$ cat src/rtl/lmk_i2c_config.sv
// rtl/lmk_i2c_config.sv - write-only I2C register sequencer for the LMK clock generator
module lmk_i2c_config #(
    parameter int          CLK_DIV     = 125,
    parameter logic [6:0]  SLAVE_ADDR  = 7'h58,
    parameter int          NUM_ENTRIES = 2,
    parameter int          MAX_RETRY   = 3
) (
    input  logic       clk,
    input  logic       reset,
    input  logic       start,
    output logic [3:0] index,
    input  logic [7:0] lut_address,
    input  logic [7:0] lut_data,
    output logic       scl_oe,
    output logic       sda_oe,
    input  logic       sda_in,
    output logic       busy,
    output logic       done,
    output logic       error
);

    localparam int DW = (CLK_DIV > 1) ? $clog2(CLK_DIV) : 1;
    localparam int RW = (MAX_RETRY > 0) ? $clog2(MAX_RETRY + 1) : 1;
    localparam logic [DW-1:0] L_DIV_LAST    = DW'(CLK_DIV - 1);
    localparam logic [RW-1:0] L_MAX_RETRY   = RW'(MAX_RETRY);
    localparam logic [3:0]    L_NUM_ENTRIES = 4'(NUM_ENTRIES);

    typedef enum logic [2:0] {
        S_IDLE, S_LOAD, S_START, S_BYTE, S_ACK, S_STOP, S_NEXT, S_FIN
    } state_t;

    state_t        r_state;
    logic [3:0]    r_index;
    logic [RW-1:0] r_retry;
    logic          r_load_cyc;
    logic [DW-1:0] r_div;
    logic [1:0]    r_phase;
    logic [2:0]    r_bit;
    logic [1:0]    r_byte_cnt;
    logic [7:0]    r_shift;
    logic [7:0]    r_addr_byte;
    logic [7:0]    r_data_byte;
    logic          r_nack;
    logic          r_scl_oe;
    logic          r_sda_oe;
    logic          r_busy;
    logic          r_done;
    logic          r_error;

    logic          w_qend;
    logic [7:0]    w_next_byte;

    // End of an SCL quarter period, and the byte that follows the current one
    assign w_qend      = (r_div == L_DIV_LAST);
    assign w_next_byte = (r_byte_cnt == 2'd0) ? r_addr_byte : r_data_byte;

    // Sequencer: walks the LUT, frames each write and drives the open-drain enables
    always_ff @(posedge clk or posedge reset) begin
        if (reset) begin
            r_state     <= S_IDLE;
            r_index     <= 4'd0;
            r_retry     <= '0;
            r_load_cyc  <= 1'b0;
            r_div       <= '0;
            r_phase     <= 2'd0;
            r_bit       <= 3'd0;
            r_byte_cnt  <= 2'd0;
            r_shift     <= 8'd0;
            r_addr_byte <= 8'd0;
            r_data_byte <= 8'd0;
            r_nack      <= 1'b0;
            r_scl_oe    <= 1'b0;
            r_sda_oe    <= 1'b0;
            r_busy      <= 1'b0;
            r_done      <= 1'b0;
            r_error     <= 1'b0;
        end else begin
            // Quarter-period timing runs only while a bus phase is active
            if (r_state == S_START || r_state == S_BYTE ||
                r_state == S_ACK   || r_state == S_STOP) begin
                if (w_qend) begin
                    r_div   <= '0;
                    r_phase <= r_phase + 2'd1;
                end else begin
                    r_div   <= r_div + 1'b1;
                end
            end

            case (r_state)
                S_IDLE: begin
                    if (start) begin
                        r_index    <= 4'd1;
                        r_retry    <= '0;
                        r_busy     <= 1'b1;
                        r_done     <= 1'b0;
                        r_error    <= 1'b0;
                        r_load_cyc <= 1'b0;
                        r_state    <= (NUM_ENTRIES == 0) ? S_FIN : S_LOAD;
                    end
                end

                S_LOAD: begin
                    // First cycle lets the LUT settle on the new index
                    if (!r_load_cyc) begin
                        r_load_cyc <= 1'b1;
                    end else begin
                        r_load_cyc  <= 1'b0;
                        r_shift     <= {SLAVE_ADDR, 1'b0};
                        r_addr_byte <= lut_address;
                        r_data_byte <= lut_data;
                        r_div       <= '0;
                        r_phase     <= 2'd0;
                        r_bit       <= 3'd0;
                        r_byte_cnt  <= 2'd0;
                        r_nack      <= 1'b0;
                        r_state     <= S_START;
                    end
                end

                S_START: begin
                    if (w_qend) begin
                        case (r_phase)
                            2'd1:    r_sda_oe <= 1'b1;
                            2'd2:    r_scl_oe <= 1'b1;
                            2'd3: begin
                                r_sda_oe <= ~r_shift[7];
                                r_state  <= S_BYTE;
                            end
                            default: ;
                        endcase
                    end
                end

                S_BYTE: begin
                    if (w_qend) begin
                        case (r_phase)
                            2'd0:    r_scl_oe <= 1'b0;
                            2'd2:    r_scl_oe <= 1'b1;
                            2'd3: begin
                                if (r_bit == 3'd7) begin
                                    r_bit    <= 3'd0;
                                    r_sda_oe <= 1'b0;
                                    r_state  <= S_ACK;
                                end else begin
                                    r_bit    <= r_bit + 3'd1;
                                    r_shift  <= {r_shift[6:0], 1'b0};
                                    r_sda_oe <= ~r_shift[6];
                                end
                            end
                            default: ;
                        endcase
                    end
                end

                S_ACK: begin
                    if (w_qend) begin
                        case (r_phase)
                            2'd0:    r_scl_oe <= 1'b0;
                            2'd2: begin
                                r_nack   <= sda_in;
                                r_scl_oe <= 1'b1;
                            end
                            2'd3: begin
                                if (r_nack || r_byte_cnt == 2'd2) begin
                                    r_sda_oe <= 1'b1;
                                    r_state  <= S_STOP;
                                end else begin
                                    r_byte_cnt <= r_byte_cnt + 2'd1;
                                    r_shift    <= w_next_byte;
                                    r_sda_oe   <= ~w_next_byte[7];
                                    r_state    <= S_BYTE;
                                end
                            end
                            default: ;
                        endcase
                    end
                end

                S_STOP: begin
                    if (w_qend) begin
                        case (r_phase)
                            2'd0:    r_scl_oe <= 1'b0;
                            2'd1:    r_sda_oe <= 1'b0;
                            2'd3:    r_state  <= S_NEXT;
                            default: ;
                        endcase
                    end
                end

                S_NEXT: begin
                    if (r_nack) begin
                        if (r_retry < L_MAX_RETRY) begin
                            r_retry <= r_retry + 1'b1;
                            r_state <= S_LOAD;
                        end else begin
                            r_error <= 1'b1;
                            r_busy  <= 1'b0;
                            r_index <= 4'd0;
                            r_state <= S_IDLE;
                        end
                    end else if (r_index == L_NUM_ENTRIES) begin
                        r_state <= S_FIN;
                    end else begin
                        r_index <= r_index + 4'd1;
                        r_retry <= '0;
                        r_state <= S_LOAD;
                    end
                end

                S_FIN: begin
                    r_done  <= 1'b1;
                    r_busy  <= 1'b0;
                    r_index <= 4'd0;
                    r_state <= S_IDLE;
                end

                default: r_state <= S_IDLE;
            endcase
        end
    end

    assign index  = r_index;
    assign scl_oe = r_scl_oe;
    assign sda_oe = r_sda_oe;
    assign busy   = r_busy;
    assign done   = r_done;
    assign error  = r_error;

endmodule

$ cat config.mk
export PLATFORM = sky130hd
export DESIGN_NAME = lmk_i2c_config
export DESIGN_NICKNAME = d
export VERILOG_FILES = /design/src/rtl/lmk_i2c_config.sv
export SDC_FILE = /design/constraint.sdc
export NUM_CORES = 1
export LEC_CHECK = 0
export CORE_MARGIN = 2
export CORE_UTILIZATION = 40
export DETAILED_ROUTE_END_ITERATION = 8
export PLACE_DENSITY = 0.6
export SLEW_MARGIN = 20
export SYNTH_ARGS = -nofsm -noshare
export SYNTH_HDL_FRONTEND = slang
export SYNTH_SLANG_ARGS = --single-unit
$ cat constraint.sdc
create_clock -name clk -period 2.4 [get_ports clk]
set_input_delay 0.24 -clock clk [delete_from_list [all_inputs] [get_ports clk]]
set_output_delay 0.24 -clock clk [all_outputs]
set_load 0.01 [all_outputs]
==> Word-level counts from Yosys, hierarchy flattened <==
Index checks and enable logic that the tools add are counted.
{ "totals": {"word_cells": 183, "inputBits": 20, "reg_bits": 54} }
{ "classes": {"order_cmp": 1, "n_reduce_logical": 31, "n_mux": 86, "eq_ne": 39, "bitwise": 3, "addsub": 6} }
{ "ops": {"columns": ["operator", "count"], "rows": [
  ["$mux 8", 8],
  ["$mux 3", 18],
  ["$mux 7", 4],
  ["$mux 1", 25],
  ["$mux 2", 12],
  ["$pmux 3 s8", 1],
  ["$pmux 8 s3", 1],
  ["$reduce_and 4->1", 6],
  ["$ne 2x1->1 const B", 10],
  ["$ne 2x2->1 const B", 10],
  ["$mux 4", 4],
  ["$eq 3x3->1 const B", 5],
  ["$pmux 1 s2", 6],
  ["$pmux 4 s3", 1],
  ["$reduce_and 11->1", 1],
  ["$reduce_bool 2->1", 5],
  ["$ne 3x3->1 const B", 3],
  ["$reduce_and 9->1", 1],
  ["$reduce_bool 3->1", 3],
  ["$pmux 2 s2", 2],
  ["$reduce_and 8->1", 1],
  ["$add 7x1->7 const B", 1],
  ["$eq 7x7->1 const B", 1],
  ["$reduce_and 7->1", 1],
  ["21 further kinds", 36]
]} }

==> Longest topological paths before layout <==
{ "logic_depth": {"depth_word": 7, "ltp_mapped": 7, "ltp_nobuf": 6} }

==> Worst setup path before layout <==
Ideal clock, no wire load.
{ "synth_path": {"path_type": "register to register", "start": "register r_index[0], in the netlist index[0]", "end": "register r_index[1], in the netlist index[1]", "path_slack_ns": 0.465, "period_less_slack_ns": 1.935, "path_stages_with_launch": 7, "path_buffers": 0, "setup_ns": 0.128, "arrival_ns": 1.807, "cell_sequence": "dfrtp_1 -> inv_1 -> ha_1 -> or4b_1 -> a21oi_2 -> o21bai_2 -> mux2_1"} }
{ "synth_between": {"elab_chain_cells": 4} }
{ "synth_lines": {"columns": ["item", "line_no", "text"], "rows": [
  ["start, declared", "33", "logic [3:0] r_index;"],
  ["start signal, assigned", "204", "r_index <= r_index + 4'd1;"],
  ["$add 4x1->4", "204", null],
  ["$mux 4", "201", "end else if (r_index == L_NUM_ENTRIES) begin"],
  ["$mux 4", "191", "if (r_nack) begin"],
  ["$pmux 4 s3", "89", "case (r_state)"]
]} }
Several ways; a longest one is shown, not always the timed one. The select of a mux whose other input is x is not followed.
A chain may end at the register's enable or synchronous reset.

==> Worst setup path after layout <==
Same ends and word-level chain as after synthesis.

==> run metrics <==
Worst Setup End Kind=flop; buffer count from post-CTS setup fixing=0; Critical Path RT=between 2 and 3 ns; initial antenna violation count=0; routed vias/inst=between 5 and 6; unrepaired setup endpoints after global routing=false; Sw Share=between 30% and 40%; share of layout cells above drive strength 1=approximately 16%; Clk pin slew, worst setup/hold paths=between 0.1 and 0.15 ns; Reg power frac=a little under half; antenna-violating nets left=0; average size of a mapped cell=approximately 10 sq um; combinational share of power=roughly 36%; Die Ht=91.8 um; skew final=about 0.015 ns; Primary FF master, synth=dfrtp_1; Worst-Margin Slew=0.545 ns; DRT iter0 DRCs=roughly 130; All-Layer GR Usage=between 15 and 20%; # rows=32; Inserted Diodes=0; Internal=1.96 mW; # setup viols final=0; worst min path class=in2async; max frequency=just under 0.5 GHz; cell area after synthesis=0.00309 sq mm; PortBufs=28; vias in the first global route=roughly 2,300; Syn Inst Count=around 300; DRC Markers=0; sum of net half-perimeters after detailed placement=roughly 4.6 mm; grt ovf=0; Seq/Total Area, Yosys=a little over two fifths; Final Cycle Share=86.2%; YS warnings=0; Min Clock Period, post-route=about 2.1 ns; status=finished clean; Rel. slew slack=between 60% and 70%; clock sink count=54; max-slew violation count=0; Mapped Nets=332; Total Power=around 3 mW; detailed-route via count=2,301; critical-path maximum fanout=6; P_sw=1.08 mW; CTS tree=yes; Yosys reg bits=54; core area=0.00761 sq mm; GPL Wtd Cong=approximately 0.84; drt total wl=6.25 mm; H-tree levels=2; Die W=91.8 um; final hold violations=0; Critical Path AT=2.28 ns; setup_tns=0 ns; pin count of the biggest net entering global routing=24; global-route wire length before repair=approximately 11 mm; power per cell area=841 mW/mm^2; CTS Buf Count=5; max cap viols=0; DRT Pass-1 Iters=4; area grow syn2layout=17.4%; Cell variety after synth=57; crit path kind=reg2reg; FFs w/ async S/R, synth=between 90% and 100%; Wirelength per Cell=14.4 um; Ports=29; EDFF count, synth=0; Skew-Pair Late Insertion Delay=0.32 ns; VDD IR max=~0.36 mV; fin nets=around 360; Leak=between 1.5 and 2 nW; clk buf depth=2; Starting Density=between 40% and 50%; Startpoint Class=flop; die footprint=0.00844 sq mm; clock share of power=18.1%; hold_buf cts=0; post-CTS sizing=0; clk root buf=clkbuf_8
==> logic make-up (layout without fill, tap and decap cells) <==
| kind of cell | count (synthesis) | count (layout) | synth area share, % |
|---|---|---|---|
| simple gates | 91 | 91 | 16.1 |
| compound gates | 66 | 66 | 14.1 |
| flops | 54 | 54 | 43.8 |
| mux | 39 | 39 | 14.6 |
| buf+inv | 28 | 61 | 3.93 |
| fa+ha+maj | 13 | 13 | 5.27 |
| xor+xnor | 8 | 8 | 2.27 |
==> cell usage in the layout, fill, tap and decap left out, types with 4 or more instances in the layout <==
| master | n |
|---|---|
| nand2_1 | 26 |
| o21ai_0 | 23 |
| nor2b_1 | 4 |
| mux2_2 | 18 |
| nand2b_1 | 4 |
| a21oi_1 | 13 |
| ha_1 | 13 |
| clkbuf_8 | 6 |
| inv_1 | 11 |
| nor2_1 | 19 |
| nor3_1 | 6 |
| xor2_1 | 6 |
| buf_4 | 12 |
| mux2_4 | 7 |
| mux2i_1 | 13 |
| clkdlybuf4s50_1 | 28 |
| nand3b_1 | 6 |
| dfrtp_1 | 54 |
==> layout make-up <==
type / instances / area (sq um)
inverters: 12 / 45.0
well taps: 102 / 128
flip-flops and latches: 54 / 1350
clock buffers: 7 / 86.3
fillers: 752 / 3980
clock inverters: 1 / 8.76
multi-input cells: 217 / 1610
repair buffers: 41 / 390
==> state kept, by name (all words and copies together), names as in the netlist, 2 cells and up <==
signal / count
index: 4
r_data_byte: 8
r_byte_cnt: 2
r_div: 7
r_shift: 8
r_bit: 3
r_state: 3
r_phase: 2
r_retry: 2
r_addr_byte: 8
==> final timing paths <==
check	startpoint	endpoint	slack [ns]	depth (start not counted)
worst max-delay path	index[0]$_DFFE_PP0P_	index[1]$_DFFE_PP0P_	0.33	6
worst min-delay path	reset	r_bit[2]$_DFFE_PP0P_	0.26	2
worst max register to register	index[0]$_DFFE_PP0P_	index[1]$_DFFE_PP0P_	0.33	6
worst min register to register	busy$_DFFE_PP0P_	busy$_DFFE_PP0P_	0.51	2
max in group asynchronous	reset	r_data_byte[6]$_DFFE_PP0P_	1.56	3
min in group clk	busy$_DFFE_PP0P_	busy$_DFFE_PP0P_	0.51	2
==> Yosys cell counts, types with 3 or more instances <==
cell type	n	share of area [%]
inv_1	12	1.5
mux2_4	7	3.4
a21oi_1	13	2.1
dfrtp_1	54	44
nand4_1	3	0.61
nor2_1	19	2.3
ha_1	13	5.3
nor3_1	6	0.97
a22oi_1	3	0.73
o22ai_1	3	0.61
clkbuf_1	5	0.61
mux2_2	18	6.6
or3_1	3	0.61
mux2i_1	13	4.2
nand2b_1	4	0.81
and3_1	3	0.61
buf_2	10	1.6
nand2_1	26	3.2
xor2_1	6	1.7
o21ai_0	23	3.7
nor2b_1	4	0.81
nand3b_1	6	1.5
==> power groups by stage <==
stage	registers, mW	logic [mW]	clock network (mW)
2_1_floorplan	1.33	0.880	0
3_3_place_gp	1.42	1.08	0
3_5_place_dp	1.43	1.10	0
4_1_cts	1.41	1.10	0.571
5_1_grt	1.45	1.23	0.613
6_report	1.41	1.09	0.551
==> worst max-delay path, cell delays in order (launching register included) <==
cell	delay, ns
dfrtp_1	0.44
inv_1	0.09
ha_1	0.15
or4b_1	0.52
a21oi_2	0.26
o21bai_2	0.17
mux2_1	0.33
==> stage by stage <==
stage               std cells  hold slack [ns]  util, %  area [sq um]  worst slack (ns)
finish                    434            0.265     47.6          3620             0.331
floorplan                 299            0.392        -          3090             0.465
global placement          426            0.489     46.4          3530             0.404
global route              434            0.341     47.6          3620             0.218
CTS                       434            0.288     47.6          3620             0.348
detailed placement        426            0.476     46.4          3530             0.374
==> layer usage <==
metal,GRT usage [%],share of wire (%)
met4,4.35,1.5
met2,26.5,47
met3,2.71,3.5
met5,0,0
met1,21.9,48
No activity file was read; power rests on OpenSTA's default activity.
